==> src/rtl/mov_debounce_pkg.sv <==
// mov_pkg: shared types and constants for the mov_debounce button block.
//   rpt_state_e       : per-channel auto-repeat state (IDLE, DELAY, REPEAT)
//   DEF_*             : default timing constants in clk50 cycles (50 MHz)
//   CH_*              : channel index of each direction inside the lane arrays
//   cnt_w()           : counter width for a cycle count (never below 1 bit)
package mov_pkg;

  typedef enum logic [1:0] {
    IDLE   = 2'd0,
    DELAY  = 2'd1,
    REPEAT = 2'd2
  } rpt_state_e;

  localparam int DEF_DEBOUNCE_CYCLES = 500000;    // 10 ms
  localparam int DEF_REPEAT_DELAY    = 25000000;  // 500 ms
  localparam int DEF_REPEAT_PERIOD   = 5000000;   // 100 ms

  localparam int NUM_CH   = 4;
  localparam int CH_UP    = 0;
  localparam int CH_DOWN  = 1;
  localparam int CH_LEFT  = 2;
  localparam int CH_RIGHT = 3;

  function automatic int cnt_w(input int n);
    return (n > 1) ? $clog2(n) : 1;
  endfunction

endpackage

==> src/rtl/mov_debounce_ch.sv <==
// mov_debounce_ch: one push-button channel.
//   raw active-low button -> 2-flop synchronizer -> stability counter ->
//   debounced level; a one-cycle pulse in the cycle the level rises.
//   With MOV_AUTOREPEAT_EN defined, a held level also emits repeat pulses
//   after REPEAT_DELAY cycles and then every REPEAT_PERIOD cycles.
// Ports:
//   clk50   : system clock (rising edge)
//   rst_n   : asynchronous active-low reset
//   i_btn_n : raw button, active-low, asynchronous
//   o_lvl   : debounced level, active-high
//   o_pls   : single-cycle press / repeat pulse
module mov_debounce_ch
  import mov_pkg::*;
#(
  parameter int DEBOUNCE_CYCLES = DEF_DEBOUNCE_CYCLES,
  parameter int REPEAT_DELAY    = DEF_REPEAT_DELAY,
  parameter int REPEAT_PERIOD   = DEF_REPEAT_PERIOD
) (
  input  logic clk50,
  input  logic rst_n,
  input  logic i_btn_n,
  output logic o_lvl,
  output logic o_pls
);

  if (DEBOUNCE_CYCLES < 1 || REPEAT_DELAY < 1 || REPEAT_PERIOD < 1) begin : g_bad_param
    $error("mov_debounce_ch: timing parameters must be >= 1");
  end

  localparam int             DW      = cnt_w(DEBOUNCE_CYCLES);
  localparam logic [DW-1:0]  DB_LAST = DW'(DEBOUNCE_CYCLES - 1);

  logic          r_sync1, r_sync2;
  logic [DW-1:0] r_cnt;
  logic          r_lvl, r_pls;
  logic          w_act, w_flip, w_rise, w_fire;

  // Synchronizer resets to "released" so a button held through reset is
  // seen as a fresh press once reset lifts.
  always_ff @(posedge clk50 or negedge rst_n) begin
    if (!rst_n) begin
      r_sync1 <= 1'b1;
      r_sync2 <= 1'b1;
    end else begin
      r_sync1 <= i_btn_n;
      r_sync2 <= r_sync1;
    end
  end

  assign w_act  = ~r_sync2;
  // Level flips on the cycle the DEBOUNCE_CYCLES-th consecutive mismatch is seen.
  assign w_flip = (w_act != r_lvl) && (r_cnt >= DB_LAST);
  assign w_rise = w_flip & ~r_lvl;

  // Counter stops at DB_LAST (the flip clears it), so it never wraps.
  always_ff @(posedge clk50 or negedge rst_n) begin
    if (!rst_n) begin
      r_cnt <= '0;
      r_lvl <= 1'b0;
    end else if (w_act == r_lvl || w_flip) begin
      r_cnt <= '0;
      r_lvl <= r_lvl ^ w_flip;
    end else begin
      r_cnt <= r_cnt + 1'b1;
    end
  end

`ifdef MOV_AUTOREPEAT_EN
  localparam int            TW      = cnt_w((REPEAT_DELAY > REPEAT_PERIOD) ? REPEAT_DELAY
                                                                           : REPEAT_PERIOD);
  localparam logic [TW-1:0] RD_LAST = TW'(REPEAT_DELAY - 1);
  localparam logic [TW-1:0] RP_LAST = TW'(REPEAT_PERIOD - 1);

  rpt_state_e    r_state, w_state_nxt;
  logic [TW-1:0] r_tmr, w_tmr_nxt;
  logic          w_fall;

  assign w_fall = w_flip & r_lvl;

  always_ff @(posedge clk50 or negedge rst_n) begin
    if (!rst_n) begin
      r_state <= IDLE;
      r_tmr   <= '0;
    end else begin
      r_state <= w_state_nxt;
      r_tmr   <= w_tmr_nxt;
    end
  end

  // Falling level wins over everything: the machine is IDLE in the same
  // cycle the level reads 0, so a pulse due then is dropped.
  always_comb begin
    w_state_nxt = r_state;
    w_tmr_nxt   = r_tmr;
    if (w_fall) begin
      w_state_nxt = IDLE;
      w_tmr_nxt   = '0;
    end else if (w_rise) begin
      w_state_nxt = DELAY;
      w_tmr_nxt   = '0;
    end else begin
      unique case (r_state)
        DELAY: begin
          if (r_tmr >= RD_LAST) begin
            w_state_nxt = REPEAT;
            w_tmr_nxt   = '0;
          end else begin
            w_tmr_nxt = r_tmr + 1'b1;
          end
        end
        REPEAT: begin
          if (r_tmr >= RP_LAST) w_tmr_nxt = '0;
          else                  w_tmr_nxt = r_tmr + 1'b1;
        end
        default: begin
          w_state_nxt = IDLE;
          w_tmr_nxt   = '0;
        end
      endcase
    end
  end

  always_comb begin
    w_fire = 1'b0;
    if (!w_fall && !w_rise) begin
      unique case (r_state)
        DELAY:   w_fire = (r_tmr >= RD_LAST);
        REPEAT:  w_fire = (r_tmr >= RP_LAST);
        default: w_fire = 1'b0;
      endcase
    end
  end
`else
  assign w_fire = 1'b0;
`endif

  // Registered so the pulse lines up with the cycle the level rises.
  always_ff @(posedge clk50 or negedge rst_n) begin
    if (!rst_n) r_pls <= 1'b0;
    else        r_pls <= w_rise | w_fire;
  end

  assign o_lvl = r_lvl;
  assign o_pls = r_pls;

endmodule

==> src/rtl/mov_debounce.sv <==
// mov_debounce: four-direction push-button debouncer.
//   Four mov_debounce_ch lanes plus opposite-direction pulse suppression:
//   simultaneous up+down (or left+right) pulses cancel each other; levels
//   are never suppressed.
//   Optional feature: define MOV_AUTOREPEAT_EN for held-button auto-repeat.
// Ports:
//   clk50, rst_n                       : 50 MHz clock, async active-low reset
//   movUp/movDown/movLeft/movRight     : raw active-low buttons
//   upLvl/downLvl/leftLvl/rightLvl     : debounced active-high levels
//   upPls/downPls/leftPls/rightPls     : single-cycle move pulses
module mov_debounce
  import mov_pkg::*;
#(
  parameter int DEBOUNCE_CYCLES = DEF_DEBOUNCE_CYCLES,
  parameter int REPEAT_DELAY    = DEF_REPEAT_DELAY,
  parameter int REPEAT_PERIOD   = DEF_REPEAT_PERIOD
) (
  input  logic clk50,
  input  logic rst_n,
  input  logic movUp,
  input  logic movDown,
  input  logic movLeft,
  input  logic movRight,
  output logic upLvl,
  output logic downLvl,
  output logic leftLvl,
  output logic rightLvl,
  output logic upPls,
  output logic downPls,
  output logic leftPls,
  output logic rightPls
);

  logic [NUM_CH-1:0] w_btn_n, w_lvl, w_pls;

  assign w_btn_n = {movRight, movLeft, movDown, movUp};

  for (genvar g = 0; g < NUM_CH; g++) begin : g_ch
    mov_debounce_ch #(
      .DEBOUNCE_CYCLES(DEBOUNCE_CYCLES),
      .REPEAT_DELAY   (REPEAT_DELAY),
      .REPEAT_PERIOD  (REPEAT_PERIOD)
    ) u_ch (
      .clk50  (clk50),
      .rst_n  (rst_n),
      .i_btn_n(w_btn_n[g]),
      .o_lvl  (w_lvl[g]),
      .o_pls  (w_pls[g])
    );
  end

  assign upLvl    = w_lvl[CH_UP];
  assign downLvl  = w_lvl[CH_DOWN];
  assign leftLvl  = w_lvl[CH_LEFT];
  assign rightLvl = w_lvl[CH_RIGHT];

  assign upPls    = w_pls[CH_UP]    & ~w_pls[CH_DOWN];
  assign downPls  = w_pls[CH_DOWN]  & ~w_pls[CH_UP];
  assign leftPls  = w_pls[CH_LEFT]  & ~w_pls[CH_RIGHT];
  assign rightPls = w_pls[CH_RIGHT] & ~w_pls[CH_LEFT];

endmodule
==> config.mk <==
export PLATFORM = sky130hd
export DESIGN_NAME = mov_debounce
export DESIGN_NICKNAME = d
export VERILOG_FILES = /design/src/rtl/mov_debounce_pkg.sv /design/src/rtl/mov_debounce_ch.sv /design/src/rtl/mov_debounce.sv
export SDC_FILE = /design/constraint.sdc
export NUM_CORES = 1
export LEC_CHECK = 0
export BUFFER_PORTS_ARGS = -buffer_cell sky130_fd_sc_hd__buf_2
export CAP_MARGIN = 30
export CELL_PAD_IN_SITES_DETAIL_PLACEMENT = 1
export CELL_PAD_IN_SITES_GLOBAL_PLACEMENT = 2
export CORE_ASPECT_RATIO = 1.75
export CORE_MARGIN = 2
export CORE_UTILIZATION = 41
export DETAILED_ROUTE_END_ITERATION = 12
export PLACE_DENSITY = 0.76
export SLEW_MARGIN = 20
export SYNTH_ARGS = -nofsm -noshare
export SYNTH_HDL_FRONTEND = slang
export SYNTH_HIERARCHICAL = 1
export SYNTH_SLANG_ARGS = --single-unit
==> constraint.sdc <==
create_clock -name clk50 -period 2.7 [get_ports clk50]
set_input_delay 0.405 -clock clk50 [delete_from_list [all_inputs] [get_ports clk50]]
set_output_delay 0.405 -clock clk50 [all_outputs]
set_load 0.05 [all_outputs]
==> flow_summary_export.csv, run 1 <==
group,metric,value,unit
global_routing,grt_pass1_wl,17700,um
drt,viasPerCell,5.61,
clock_tree,cts.repair.resized,0,
drt,route.vias.total,3375,
worst_setup_path,cp_max_fo,4,
worst_setup_path,cp.required,2.98,ns
synthesis,ys_ff_latch,92,
global_routing,track_usage,18.2,%
layout,diodes,0,
clock_tree,post_cts_buffers,0,
synthesis,syn_area,4650,sq um
synthesis,synth_cells,444,
drt,drtAntennaViolNets,0,
synthesis,synthSimpleGateAreaFrac,25.0,%
clock_tree,cts_tree,"built",
floorplanning,io_pins,14,
worst_hold_path,min_path_type,"input port to async pin",
synthesis,syn-num-nets,458,
synthesis,synthXorXnorAreaFrac,10.5,%
clock_tree,htree_levels,3,
timing,finalCritPeriodShare,77.0,%
layout,layout_commonest_cell,"dfrtp_1",
worst_setup_path,critPathSlowestCell,"dfrtp_1",
worst_setup_path,crit_arrival,2.36,ns
layout,areaGrowthSynthToFinish,10.6,%
timing,worst_pin_slew,0.570,ns
placement,place_inst,586,
layout,fin_nets,479,
power,p_per_area,535,nW/um^2
worst_setup_path,cpPeakStageDelay,0.41,ns
drt,dr.pass1.iters,4,
drt,drcViolationCount,0,
drt,wirelength,10100,um
synthesis,synth_top_family_by_area,"simple AND/OR/NAND/NOR gates",
synthesis,synth_compound_area_share,10.0,%
timing,hold_violations,0,
run,maxCapViolCount,0,
global_routing,grtUsageMet2,34.2,%
synthesis,synth_adder_area_share,2.15,%
synthesis,syn_area_per_cell,10.5,sq um
synthesis,ys_seq_area_share,49.7,%
layout,drive_gt1_share,14.5,%
worst_setup_path,crit_chain,"ha_1, a21oi_1, o2111a_1, nor3_1, ha_1, or3_1, nand3_1",
power,vdd_ir_drop_max,0.000374,V
placement,hpwl,7140,um
drt,post_drt_wl_per_cell,16.8,um
global_routing,busiest_layer,"met2",
global_routing,grt_use_met1,20.2,%
clock_tree,cts_buffers,9,
floorplanning,die_w,84.5,um
worst_setup_path,worst_setup_path_start_kind,"register",
synthesis,synth-warning-count,6,
clock_tree,clockRootBuffer,"clkbuf_16",
layout,multi_input_area,2220,sq um
clock_tree,clkLatencyLatePin,0.34,ns
layout,final_core_util,46.3,%
worst_setup_path,cp_common_cell,"ha_1",
drt,drt_iter0_drc,82,
floorplanning,dieArea,12200,sq um
synthesis,synth.distinct_cells,31,
global_routing,grt_pass1_vias,3717,
placement,port_buffers,13,
layout,final_cell_mix,"84 x dfrtp_1, 76 x nor2_1, 32 x xnor2_1",
run_status,outcome,"complete, no violations",
global_routing,grt_max_degree,53,
clock_tree,cts.sinks,92,
floorplanning,core_area,11100,sq um
timing,rsz0062_at_grt,"false",
placement,gp_congestion,0.761,
timing,slew_violations,0,
global_routing,gr-usage-met3,3.57,%
timing,fmax,481,MHz
global_routing,grt-ovfl-total,0,
worst_setup_path,end_kind,"register",
floorplanning,start_util,41.9,%
clock_tree,hold_buffers,0,
synthesis,yosys-mux-area-fraction,0,%
global_routing,antenna_found_initial,0,
power,power.leakage,2.17,nW
timing,setup_viol,0,
timing,relSlewSlack,62.0,%
timing,period_minus_slack,2.08,ns
worst_setup_path,critical_path_class,"register to register",
timing,skew,0.00728,ns
floorplanning,fp-row-count,51,
timing,finalSetupTns,0,ns
timing,hold-worst-slack,0.0454,ns
clock_tree,clk_pin_slew,0.07,ns
layout,seqCellArea,2310,sq um
layout,fill_cells,1244,
floorplanning,die_h,145,um
layout,final_cells,602,
clock_tree,clockBufferDepth,2,
-- worst paths after layout --
path / from / end / slack, ns / cells after the start
max in group asynchronous: rst_n / g_ch[3].u_ch/r_sync2$_DFF_PN1_ / 1.92 / 2
max reg2reg: g_ch[1].u_ch/r_cnt[0]$_DFF_PN0_ / g_ch[1].u_ch/o_lvl$_DFFE_PN0P_ / 0.62 / 7
min: rst_n / g_ch[3].u_ch/r_cnt[14]$_DFF_PN0_ / 0.05 / 1
min reg2reg: g_ch[0].u_ch/r_sync1$_DFF_PN1_ / g_ch[0].u_ch/r_sync2$_DFF_PN1_ / 0.36 / 0
max: g_ch[1].u_ch/r_cnt[0]$_DFF_PN0_ / g_ch[1].u_ch/o_lvl$_DFFE_PN0P_ / 0.62 / 7
min in group clk50: movRight / g_ch[3].u_ch/r_sync1$_DFF_PN1_ / 0.16 / 1
-- stage by stage --
stage	cell area [sq um]	worst slack [ns]	total power [mW]
6_report	5140	0.622	2.75
5_1_grt	5140	0.442	2.87
4_1_cts	5140	0.597	2.80
3_5_place_dp	4860	0.618	1.55
3_3_place_gp	4860	0.686	1.55
2_1_floorplan	4650	0.840	1.50
-- where the power goes --
part | internal, mW | switching, mW
registers | 1.40 | 0.0221
clock network | 0.713 | 0.516
logic | 0.0290 | 0.0664
total | 2.15 | 0.604
-- flip-flops by register name (all words and copies together) (netlist names) --
signal             cells
g_ch.u_ch/r_cnt       76
g_ch.u_ch/o_lvl        4
g_ch.u_ch/o_pls        4
g_ch.u_ch/r_sync1      4
g_ch.u_ch/r_sync2      4
-- logic make-up (layout without fill, tap and decap cells) --
family / count (synthesis) / count (layout)
AO/OA/AOI/OAI: 60 / 60
XOR/XNOR: 56 / 56
adder cells (fa/ha/maj): 8 / 8
buffers and inverters: 24 / 50
flip-flops: 92 / 92
AND/OR/NAND/NOR: 204 / 204
-- per-layer routing --
metal / routed length, um / vias up / part of all wire (%)
li1: - / 1621 / -
met5: 0 / - / 0
met2: 5620 / 28 / 56
met1: 4080 / 1713 / 40
met3: 212 / 13 / 2.1
met4: 182 / 0 / 1.8
-- critical path, delay by kind of cell (launching register included) --
kind / cells / cell delay (ns)
AOI/OAI and AO/OA: 2 / 0.50
and+or+nand+nor: 3 / 0.56
adders and majority gates: 2 / 0.55
DFF: 1 / 0.41
-- cell usage after synthesis (all sizes together) --
cell,number,area share [%]
nand4,28,6.4
nor2,80,6.7
dfrtp,84,45
o31ai,8,1.3
a31o,8,1.5
nor3,20,2.2
inv,20,1.6
o211ai,8,1.3
o21bai,8,2.3
or4,8,1.3
and2b,4,0.75
and2,4,0.54
xnor2,32,6.0
a21oi,16,1.7
buf,4,0.97
xor2,24,4.5
o21ai,4,0.43
o2111a,4,0.97
a31oi,4,0.54
and4,4,0.75
ha,8,2.2
dfstp,8,4.5
and3,4,0.54
nand3,20,2.2
nand2,20,1.6
or3,4,0.54
nor4,8,1.6
-- cell type report --
| type | instances | area share, % |
|---|---|---|
| inverters | 20 | 1.46 |
| flip-flops and latches | 92 | 45.0 |
| clock inverters | 5 | 1.02 |
| well taps | 132 | 3.21 |
| clock buffers | 11 | 4.53 |
| repair buffers | 14 | 1.70 |
| multi-input cells | 328 | 43.1 |
(Power assumes the default switching activity.)
==> run 2: changes to the inputs <==
- CORE_UTILIZATION: 41 -> 37
- PLACE_DENSITY: 0.76 -> 0.72
- clock period: 2.7 -> 1.9 ns (I/O delays scaled with it)
==> run 2 against run 1 <==
  * Final cell count increased by 20%
  * Register-to-register slack got worse by 0.57 ns
  * Non-clock buffer count increased by 87
  * First-iteration DRC count increased by 24%
  * Sequential share of layout area decreased by 6.4 points
  * Highest routed layer unchanged
  * Clock skew decreased by 0.00064 ns
  * Die area increased by 10%
==> flow_summary_export.csv, run 2 (synthesis gave the netlist of run 1 again) <==
group,metric,value,unit
run_status,outcome,"complete, no violations",
drt,post_drt_wl_per_cell,15.6,um
clock_tree,clockRootBuffer,"clkbuf_16",
drt,drcViolationCount,0,
global_routing,antenna_found_initial,0,
global_routing,grt-ovfl-total,0,
placement,place_inst,694,
power,internal-power,3.28,mW
worst_setup_path,crit_arrival,2.13,ns
clock_tree,clockBufferDepth,2,
layout,drive_gt1_share,31.2,%
drt,drt_iter0_drc,102,
layout,final_core_util,48.5,%
clock_tree,cts_buffers,9,
layout,areaGrowthSynthToFinish,28.9,%
layout,final_cells,725,
placement,hpwl,8110,um
timing,finalCritPeriodShare,97.3,%
worst_setup_path,reg2reg_from,"g_ch[2].u_ch/r_cnt[12]$_DFF_PN0_",
floorplanning,fp-row-count,54,
timing,period_minus_slack,1.85,ns
worst_setup_path,reg2reg_slack,0.05,ns
power,finalPower,4.22,mW
placement,port_buffers,13,
worst_setup_path,crit_path_start,"g_ch[2].u_ch/r_cnt[12]$_DFF_PN0_",
worst_setup_path,worst_setup_path_start_kind,"register",
worst_hold_path,min_path_type,"input port to register",
power,p_per_area,705,nW/um^2
run,maxCapViolCount,0,
drt,viasPerCell,5.14,
worst_setup_path,ff2ff_path_depth,6,
worst_hold_path,hp-start,"movUp",
clock_tree,clk_pin_slew,0.07,ns
worst_hold_path,min_delay_path_depth,1,
timing,relSlewSlack,71.9,%
placement,post-place-ws,-0.0138,ns
layout,fin_nets,566,
global_routing,grt_pass1_vias,4122,
floorplanning,die_w,88.7,um
power,vdd_ir_drop_max,0.000414,V
timing,setup_slack,0.0518,ns
drt,drtAntennaViolNets,0,
global_routing,grt_max_degree,42,
worst_hold_path,min_to,"g_ch[0].u_ch/r_sync1$_DFF_PN1_",
timing,slew_violations,0,
global_routing,grt_pass1_wl,19300,um
timing,setup_viol,0,
floorplanning,start_util,37.6,%
power,power.leakage,2.62,nW
layout,final_cell_mix,"84 x buf_4, 83 x dfrtp_1, 76 x nor2_1",
layout,layout_commonest_cell,"buf_4",
placement,gp_congestion,0.813,
global_routing,track_usage,18.1,%
floorplanning,io_pins,14,
clock_tree,cts_tree,"built",
power,p_sw,0.946,mW
worst_setup_path,cp_max_fo,2,
power,clkPwrFrac,47.1,%
power,switching_share,22.4,%
timing,skew,0.00664,ns
clock_tree,cts.sinks,92,
timing,hold-worst-slack,0.0372,ns
power,pwr-share-comb,5.2,%
timing,fmax,541,MHz
floorplanning,die_h,152,um
timing,worst_pin_slew,0.418,ns
layout,top_register,"g_ch.u_ch/r_cnt",
worst_setup_path,end_kind,"register",
power,p_seq_share,47.7,%
worst_setup_path,cp.required,2.18,ns
drt,dr.pass1.iters,4,
layout,largest_reg_flops,76,
worst_setup_path,reg2reg_to,"g_ch[2].u_ch/o_lvl$_DFFE_PN0P_",
timing,hold_violations,0,
drt,wirelength,11300,um
drt,route.vias.total,3730,
floorplanning,dieArea,13500,sq um
floorplanning,core_area,12400,sq um
clock_tree,htree_levels,3,
clock_tree,clkLatencyLatePin,0.34,ns
layout,diodes,0,
worst_setup_path,critical_path_class,"register to register",
## run 2: cell count changes in the layout (fill, tap and decap cells not counted), moves of 3 or more
cell     before  now
a21oi_1      16   12
a21oi_2       0    4
buf_12        1    4
buf_4         1   84
ha_1          8    4
ha_2          0    4
nor3_1       20   16
nor3_2        0    4
o31ai_1       8    5
o31ai_2       0    3
## run 2: stage by stage
stage / instance area (sq um) / setup TNS (ns)
5_1_grt: 5990 / -0.0529
3_5_place_dp: 5480 / -0.0176
4_1_cts: 5840 / -0.00772
3_3_place_gp: 5480 / 0
6_report: 5990 / 0
2_1_floorplan: 4650 / 0
## run 2: critical path, stage by stage, from the launching register on
cell and delay, ns:
dfrtp_1 0.38, o21ai_0 0.30, o2111a_1 0.29, nor3_2 0.05
ha_1 0.31, or3_1 0.37, nand3_1 0.08
## run 2: final cells by class
type	count	area, sq um
tap	168	210
multi-input combinational	328	2290
fill	1409	6370
inverter	20	75.1
sequential	92	2310
clock inverter	6	87.6
timing repair buffer	101	781
clock buffer	10	239
## run 2: worst max-delay path by stage
stage | to | slack [ns] | depth (start not counted)
6_report | g_ch[2].u_ch/o_lvl$_DFFE_PN0P_ | 0.05 | 6
5_1_grt | g_ch[3].u_ch/o_lvl$_DFFE_PN0P_ | -0.03 | 7
4_1_cts | g_ch[0].u_ch/o_lvl$_DFFE_PN0P_ | -0.008 | 7
2_1_floorplan | g_ch[0].u_ch/o_lvl$_DFFE_PN0P_ | 0.04 | 7
3_5_place_dp | g_ch[0].u_ch/o_lvl$_DFFE_PN0P_ | -0.01 | 7
3_3_place_gp | g_ch[1].u_ch/o_lvl$_DFFE_PN0P_ | 0.06 | 7
## run 2: repair_timing
action / CTS / global route
pin swaps: 0 / 16
setup buffers: 2 / 12
hold buffers: 1 / 0
resized for setup: 2 / 18
hold endpoints to repair: 19 / 0
endpoints found under the setup margin: 3 / 4
## run 2: layer usage
layer  global-route usage [%]  vias up  share of wire, %
met5                        0        -                 0
met4                     5.77        0               2.0
met3                     2.98       14               1.6
met2                     33.9       27                58
met1                     19.9     1894                38
li1                         -     1795                 -
## run 2: power groups by stage
stage | clock (mW) | sequential (mW) | combinational [mW]
floorplan | 0 | 2.05 | 0.0777
detailed placement | 0 | 2.06 | 0.183
global placement | 0 | 2.05 | 0.178
CTS | 2.05 | 2.02 | 0.192
global route | 2.12 | 2.02 | 0.249
finish | 1.99 | 2.02 | 0.219
